### config.mk
export PLATFORM = sky130hd
export DESIGN_NAME = pc_stack
export DESIGN_NICKNAME = d
export VERILOG_FILES = /design/src/rtl/pc_stack.sv
export SDC_FILE = /design/constraint.sdc
export NUM_CORES = 1
export LEC_CHECK = 0
export BUFFER_PORTS_ARGS = -buffer_cell sky130_fd_sc_hd__clkbuf_2
export CAP_MARGIN = 30
export CORE_MARGIN = 2
export CORE_UTILIZATION = 51
export CTS_BUF_LIST = sky130_fd_sc_hd__clkbuf_4 sky130_fd_sc_hd__clkbuf_8
export DETAILED_ROUTE_END_ITERATION = 16
export PLACE_DENSITY = 0.69
export SLEW_MARGIN = 20
export SYNTH_ARGS = -nofsm -noshare
export SYNTH_HDL_FRONTEND = slang
export SYNTH_SLANG_ARGS = --single-unit
### constraint.sdc
create_clock -name clk -period 2.9 [get_ports clk]
set_input_delay 0.29 -clock clk [delete_from_list [all_inputs] [get_ports clk]]
set_output_delay 0.29 -clock clk [all_outputs]
set_load 0.005 [all_outputs]
### src/rtl/pc_stack.sv
// -----------------------------------------------------------------------------
// pc_stack
//
// Program-counter unit for the nanoprocessor family. Holds the current
// instruction address and updates it on increment, absolute load, subroutine
// call and return, plus an optional PC-relative branch. Return addresses are
// kept in a small hardware stack, so call/ret never touch memory.
//
// At most one command acts per cycle, fixed priority:
//   ret > call > load_PC > rel_PC > inc_PC > hold
// Lower-priority strobes in the same cycle are ignored.
//
// Optional feature macro: PC_REL_BRANCH_EN
//   defined   : rel_PC / offset ports exist, relative branch is built.
//   undefined : ports absent, no branch adder.
//
// Parameters:
//   ADDR_W   - width of PC, data_in and stack entries
//   DEPTH    - number of return-address stack entries (>= 1)
//   RESET_PC - PC value after reset
//
// Ports:
//   clk          in   clock, rising edge
//   reset_n      in   asynchronous active-low reset
//   inc_PC       in   PC <= PC + 1
//   load_PC      in   PC <= data_in
//   call         in   push PC + 1, PC <= data_in
//   ret          in   PC <= top of stack, pop
//   data_in      in   target address for load/call
//   rel_PC       in   PC <= PC + sext(offset)       (PC_REL_BRANCH_EN only)
//   offset       in   8-bit two's-complement offset (PC_REL_BRANCH_EN only)
//   err_clr      in   clears ovf_err / unf_err
//   PC           out  current address (registered)
//   sp           out  number of valid stack entries
//   stack_full   out  sp == DEPTH
//   stack_empty  out  sp == 0
//   ovf_err      out  sticky: call attempted while full
//   unf_err      out  sticky: ret attempted while empty
// -----------------------------------------------------------------------------
module pc_stack #(
  parameter int              ADDR_W   = 8,
  parameter int              DEPTH    = 4,
  parameter logic [ADDR_W-1:0] RESET_PC = '0
) (
  input  logic                       clk,
  input  logic                       reset_n,
  input  logic                       inc_PC,
  input  logic                       load_PC,
  input  logic                       call,
  input  logic                       ret,
  input  logic [ADDR_W-1:0]          data_in,
`ifdef PC_REL_BRANCH_EN
  input  logic                       rel_PC,
  input  logic [7:0]                 offset,
`endif
  input  logic                       err_clr,
  output logic [ADDR_W-1:0]          PC,
  output logic [$clog2(DEPTH+1)-1:0] sp,
  output logic                       stack_full,
  output logic                       stack_empty,
  output logic                       ovf_err,
  output logic                       unf_err
);

  localparam int SP_W  = $clog2(DEPTH + 1);
  // A single-entry stack still needs a 1-bit index.
  localparam int IDX_W = (DEPTH > 1) ? $clog2(DEPTH) : 1;

  logic [ADDR_W-1:0] stack_mem [DEPTH];

  logic [ADDR_W-1:0] pc_q;
  logic [SP_W-1:0]   sp_q;
  logic              ovf_q;
  logic              unf_q;

  logic              full;
  logic              empty;

  logic              do_ret;
  logic              do_call;
  logic              do_load;
  logic              do_rel;
  logic              do_inc;
  logic              new_ovf;
  logic              new_unf;

  logic [ADDR_W-1:0] pc_plus1;
  logic [ADDR_W-1:0] pc_rel;
  logic [ADDR_W-1:0] pc_next;
  logic [SP_W-1:0]   sp_next;
  logic [SP_W-1:0]   sp_minus1;
  logic [IDX_W-1:0]  push_idx;
  logic [IDX_W-1:0]  top_idx;

  // ---------------------------------------------------------------------------
  // Status decode, from registered sp only
  // ---------------------------------------------------------------------------
  assign full  = (sp_q == SP_W'(DEPTH));
  assign empty = (sp_q == '0);

  // ---------------------------------------------------------------------------
  // Command arbitration
  // ---------------------------------------------------------------------------
  logic rel_req;
`ifdef PC_REL_BRANCH_EN
  assign rel_req = rel_PC;
  // Size cast of a signed operand sign-extends when widening and truncates
  // when ADDR_W < 8, which is exactly the offset rule we want.
  assign pc_rel  = pc_q + ADDR_W'($signed(offset));
`else
  assign rel_req = 1'b0;
  assign pc_rel  = pc_q;
`endif

  always_comb begin
    do_ret  = 1'b0;
    do_call = 1'b0;
    do_load = 1'b0;
    do_rel  = 1'b0;
    do_inc  = 1'b0;
    new_ovf = 1'b0;
    new_unf = 1'b0;
    if (ret) begin
      if (empty) new_unf = 1'b1;
      else       do_ret  = 1'b1;
    end else if (call) begin
      if (full)  new_ovf = 1'b1;
      else       do_call = 1'b1;
    end else if (load_PC) begin
      do_load = 1'b1;
    end else if (rel_req) begin
      do_rel = 1'b1;
    end else if (inc_PC) begin
      do_inc = 1'b1;
    end
  end

  // ---------------------------------------------------------------------------
  // Next-state datapath
  // ---------------------------------------------------------------------------
  assign pc_plus1  = pc_q + ADDR_W'(1);
  assign sp_minus1 = sp_q - SP_W'(1);
  assign push_idx  = IDX_W'(sp_q);
  assign top_idx   = IDX_W'(sp_minus1);

  always_comb begin
    pc_next = pc_q;
    sp_next = sp_q;
    if (do_ret) begin
      pc_next = stack_mem[top_idx];
      sp_next = sp_minus1;
    end else if (do_call) begin
      pc_next = data_in;
      sp_next = sp_q + SP_W'(1);
    end else if (do_load) begin
      pc_next = data_in;
    end else if (do_rel) begin
      pc_next = pc_rel;
    end else if (do_inc) begin
      pc_next = pc_plus1;
    end
  end

  // ---------------------------------------------------------------------------
  // State registers
  // ---------------------------------------------------------------------------
  always_ff @(posedge clk or negedge reset_n) begin
    if (!reset_n) begin
      pc_q  <= RESET_PC;
      sp_q  <= '0;
      ovf_q <= 1'b0;
      unf_q <= 1'b0;
    end else begin
      pc_q  <= pc_next;
      sp_q  <= sp_next;
      // A fresh error in the same cycle as err_clr must survive the clear.
      ovf_q <= (ovf_q & ~err_clr) | new_ovf;
      unf_q <= (unf_q & ~err_clr) | new_unf;
    end
  end

  // Stack contents are don't-care after reset, so no reset on the array.
  always_ff @(posedge clk) begin
    if (do_call) stack_mem[push_idx] <= pc_plus1;
  end

  // ---------------------------------------------------------------------------
  // Outputs
  // ---------------------------------------------------------------------------
  assign PC          = pc_q;
  assign sp          = sp_q;
  assign stack_full  = full;
  assign stack_empty = empty;
  assign ovf_err     = ovf_q;
  assign unf_err     = unf_q;

endmodule

Word-level counts from Yosys, hierarchy flattened
Memory sizes are Yosys's and may differ from the RTL's.
Cells that the tools add are included.
W data, S select, Z words.
{ "totals": {"register_bits": 13, "ramBits": 32, "out_inout_bits": 15, "mem_count": 1} }
{ "classes": {"addsub": 3, "eq_ne": 1, "muxes": 25, "n_bitwise": 5, "reduce_logical": 3} }
{ "mem_list": {"columns": ["name", "depth", "width", "rd", "rd_ports_with_merged_regs", "write_ports", "line_no", "text"], "rows": [
  ["stack_mem", 4, 8, 1, 0, 1, "69", "logic [ADDR_W-1:0] stack_mem [DEPTH];"]
]} }
{ "op_table": {"columns": ["cell", "n"], "rows": [
  ["$mux W8", 4],
  ["$mux W1", 19],
  ["$add A8 B1 Y8 const B", 1],
  ["$mux W3", 2],
  ["$reduce_bool A4 Y1", 1],
  ["$add A3 B1 Y3 const B", 1],
  ["$eq A3 B3 Y1 const B", 1],
  ["$logic_not A3 Y1", 1],
  ["$sub A3 B1 Y3 const B", 1],
  ["$and A1 B1 Y1", 2],
  ["$or A1 B1 Y1", 2],
  ["$reduce_bool A2 Y1", 1],
  ["$not A1 Y1", 1]
]} }

Depth between registers and ports, before layout
{ "logic_depth": {"depth_word": 8, "ltp_mapped": 8} }

Least setup slack after synthesis
Ideal clock, no wire load.
{ "synth_timing": {"path_kind": "reg2reg", "start": "register sp_q[0] (netlist: sp[0])", "end": "memory stack_mem[3][0] (enable)", "setup_ns": 0.332, "t_arrival_ns": 1.654, "t_required_ns": 2.568, "slack_ns": 0.914, "path_stages_with_launch": 7, "path_buffers": 1, "period_less_slack_ns": 1.986, "cell_sequence": "dfrtp_1 -> buf_6 -> inv_1 -> ha_1 -> and2_1 -> nor2_1 -> and2_1"} }
{ "synth_via": {"elab_chain_len": 6} }
{ "synth_lines": {"columns": ["item", "line_no", "text"], "rows": [
  ["start, declared", "72", "logic [SP_W-1:0] sp_q;"],
  ["start signal, assigned", "175", "sp_q <= sp_next;"],
  ["$eq A3 B3 Y1", "98", "assign full = (sp_q == SP_W'(DEPTH));"],
  ["net stack_full", "59", "output logic stack_full,"],
  ["$mux W1", "127", "if (full) new_ovf = 1'b1;"],
  ["$mux W1", "126", "end else if (call) begin"],
  ["$mux W1", "123", "if (ret) begin"],
  ["$mux W1", "184", "if (do_call) stack_mem[push_idx] <= pc_plus1;"],
  ["$mux W1 (implied by the code)", "184", null],
  ["end, declared", "69", null]
]} }
The timed path passes the listed nets, and every way through them passes these cells.

Worst setup path in the final report
{ "layout_timing": {"start": "register sp_q[1] (netlist: sp[1])", "end": "memory stack_mem[1][2] (enable)"} }
{ "layout_via": {"elab_chain_len": 6} }
{ "layout_lines": {"columns": ["item", "line_no"], "rows": [
  ["$eq A3 B3 Y1", "98"],
  ["$mux W1", "127"],
  ["$mux W1", "126"],
  ["$mux W1", "123"],
  ["$mux W1", "184"],
  ["$mux W1 (implied by the code)", "184"]
]} }
Parallel ways exist; a longest one is shown, timed or not.

==> impl_metrics.env <==
export IMPL_status="completed"
export IMPL_max_freq_ghz=0.481
export IMPL_synth_area_um2=2170
export IMPL_ctsResizeCount=0
export IMPL_diodes=0
export IMPL_ant_nets=0
export IMPL_start_util_pct=53.4
export IMPL_synth_edf_count=32
export IMPL_syn_nets=179
export IMPL_drc_errors=0
export IMPL_first_pass_iters=4
export IMPL_slew_viol_final=0
export IMPL_hold_class="input pin to flop"
export IMPL_ys_warn_count=0
export IMPL_grt_pass1_wl_um=7660
export IMPL_synthCells=158
export IMPL_async_reset_ff_share_pct=28.9
export IMPL_required_ns=2.86
export IMPL_cts_tree="done"
export IMPL_antenna_found_initial=0
export IMPL_grt_use_total_pct=20.9
export IMPL_period_needed_ns=2.08
export IMPL_die_y_um=69.2
export IMPL_dieArea_um2=4790
export IMPL_nets=212
export IMPL_area_sequential_um2=1290
export IMPL_grt_max_degree=16
export IMPL_r2r_slack_ns=0.82
export IMPL_hpwl_um=3560
export IMPL_wire_per_inst_um=19.8
export IMPL_comb_power_share_pct=42.0
export IMPL_core_area_um2=4060
export IMPL_placed_cells=233
export IMPL_tightest_slew_ns=0.750
export IMPL_cts_root_buf="clkbuf_8"
export IMPL_die_w_um=69.2
export IMPL_multi_input_area_um2=820
export IMPL_endpoint_kind="flop"
export IMPL_drt_iter0_drc=135
export IMPL_synth_seq_cells=45
export IMPL_vias_per_cell=6.03
export IMPL_drive_gt1_share_pct=30.2
export IMPL_rows=23
export IMPL_clk_pin_slew_ns=0.09
export IMPL_critPathLaunchType="flop"
export IMPL_clkPwrFrac_pct=15.5
export IMPL_cts_sinks=45
export IMPL_ir_drop_mv=0.470
export IMPL_cp_startpoint="sp[1]"
export IMPL_clockBufferDepth=2
export IMPL_cp_max_fo=8
export IMPL_p_leak_nw=0.948
export IMPL_period_share_pct=71.6
export IMPL_portBuffers=29
export IMPL_h_tree_depth=2
export IMPL_fin_skew_ns=0.0131
export IMPL_slew_headroom_pct=49.8
export IMPL_grt_pass1_vias=1492
export IMPL_yosysMostFrequentCell="edfxtp_1"
export IMPL_finalWeightedCongestion=0.851
export IMPL_postSynthAreaPerCell_um2=13.7
export IMPL_r2r_end="stack_mem[1][2]"
export IMPL_maxCapViolCount=0
export IMPL_io_pins=30
export IMPL_synth_flop_cell="edfxtp_1"
export IMPL_clock_latency_ns=0.30
export IMPL_ys_seq_area_share_pct=59.3
export IMPL_synth_top_cell_area_share_pct=44.3
export IMPL_area_delta_synth_final_pct=12.9
export IMPL_setup_viol=0
export IMPL_setup_tns_final_ns=0
export IMPL_power_density_nw_per_um2=1040
export IMPL_synth_top_area_cell="edfxtp_1"
export IMPL_wirelength_um=4790
export IMPL_pwr_share_seq_pct=42.5
export IMPL_rsz0062_at_grt="false"
export IMPL_n_fill_cell=321
export IMPL_swShare_pct=37.4
export IMPL_synth_cell_types=47
export IMPL_grt_overflow=0
export IMPL_cp_arrival_ns=2.04
export IMPL_layout_cells_non_filler=242
export IMPL_vias=1459
export IMPL_min_delay_start="err_clr"
export IMPL_switchingPower_mw=0.950
export IMPL_postCtsSetupRepairBufs=0
export IMPL_reg2regPathDepth=5
export IMPL_synth_area_top_cells="edfxtp_1 44%, dfrtp_1 15%, mux4_2 8.3%"
export IMPL_hold_viol_final=0
export IMPL_critPathKind="flop to flop"
export IMPL_internal_power_mw=1.59
export IMPL_hold_buffers=1
export IMPL_endpoint="stack_mem[1][2]"
export IMPL_cts_buffers=5
export IMPL_synthTopCellsByCount="32 x edfxtp_1, 13 x dfrtp_1, 9 x a21oi_1"
export IMPL_r2r_start="sp[1]"
-- layout by cell type (no fill, tap or decap), types with 2 or more instances in the layout --
| cell | Yosys | final |
|---|---|---|
| or3_1 | 3 | 3 |
| clkbuf_8 | 0 | 5 |
| o21ai_1 | 2 | 2 |
| nor3_1 | 5 | 5 |
| clkbuf_2 | 1 | 29 |
| nor4_1 | 2 | 2 |
| or2_2 | 2 | 2 |
| ha_1 | 6 | 6 |
| dfrtp_1 | 13 | 13 |
| and2_1 | 5 | 5 |
| o221ai_1 | 2 | 2 |
| o22ai_1 | 2 | 2 |
| inv_1 | 7 | 7 |
| nand2_1 | 7 | 7 |
| edfxtp_1 | 32 | 32 |
| nor2_1 | 8 | 8 |
| o21ai_0 | 3 | 3 |
| a21oi_1 | 9 | 9 |
| o21a_1 | 2 | 2 |
| xnor2_1 | 4 | 4 |
| xor2_1 | 2 | 2 |
| nand3_1 | 6 | 6 |
| mux4_2 | 8 | 8 |
| o211ai_1 | 2 | 2 |
-- kinds of logic after synthesis --
logic type      count (synthesis)  share of synthesized area (%)
simple gates                   47                           12.6
flops                          45                           59.3
fa+ha+maj                       6                           3.46
buf+inv                        12                           2.88
compound gates                 34                           11.0
xor+xnor                        6                           2.42
mux                             8                           8.31
-- sequential cells by signal, summed over array words and instances (netlist names) --
name and flops:
stack_mem 32, PC 8, sp 3, ovf_err 1, unf_err 1
-- through the flow --
stage	instance area [um^2]	setup WS [ns]	util [%]	hold slack, ns	power (mW)
5_1_grt	2450	0.724	60.3	0.192	2.68
3_5_place_dp	2350	0.838	57.8	0.214	2.15
6_report	2450	0.822	60.3	0.182	2.54
2_1_floorplan	2170	0.914	-	-0.00559	1.80
3_3_place_gp	2350	0.962	57.8	0.201	2.12
4_1_cts	2450	0.825	60.3	0.178	2.55
-- how the worst min path moves through the flow --
stage                     cells after the start  slack (ns)       to
after global routing                          2        0.19  ovf_err
after floorplan                               0      -0.006    PC[0]
after CTS                                     2        0.18  unf_err
after detailed placement                      1        0.21  unf_err
after global placement                        1        0.20  ovf_err
final                                         2        0.18  unf_err
-- area by class of cell --
type,count,share of cell area (%)
flip-flops and latches,45,52.6
multi-input cells,101,33.5
repair buffers,31,6.65
clock buffers,5,2.81
well taps,50,2.56
inverters,7,1.07
clock inverters,3,0.869
-- per-layer routing --
| layer | track usage (%) | up-vias | share of wire [%] |
|---|---|---|---|
| met1 | 28.7 | 736 | 46 |
| met2 | 30.6 | 47 | 46 |
| met4 | 10.9 | 0 | 2.2 |
| li1 | - | 667 | - |
| met3 | 5.67 | 9 | 6.0 |
| met5 | 0 | - | 0 |
-- power groups by stage --
stage / Combinational, mW / Clock [mW] / Sequential (mW)
floorplan: 0.733 / 0 / 1.07
global placement: 1.04 / 0 / 1.09
detailed placement: 1.06 / 0 / 1.09
CTS: 1.07 / 0.405 / 1.08
global route: 1.16 / 0.424 / 1.10
finish: 1.07 / 0.394 / 1.08
-- worst max-delay path, stage by stage (launching register included) --
cell and delay (ns):
dfrtp_1 0.44, inv_1 0.11, ha_1 0.27, and2_1 0.22, nor2_1 0.30, and2_1 0.41
(Power assumes the default switching activity.)
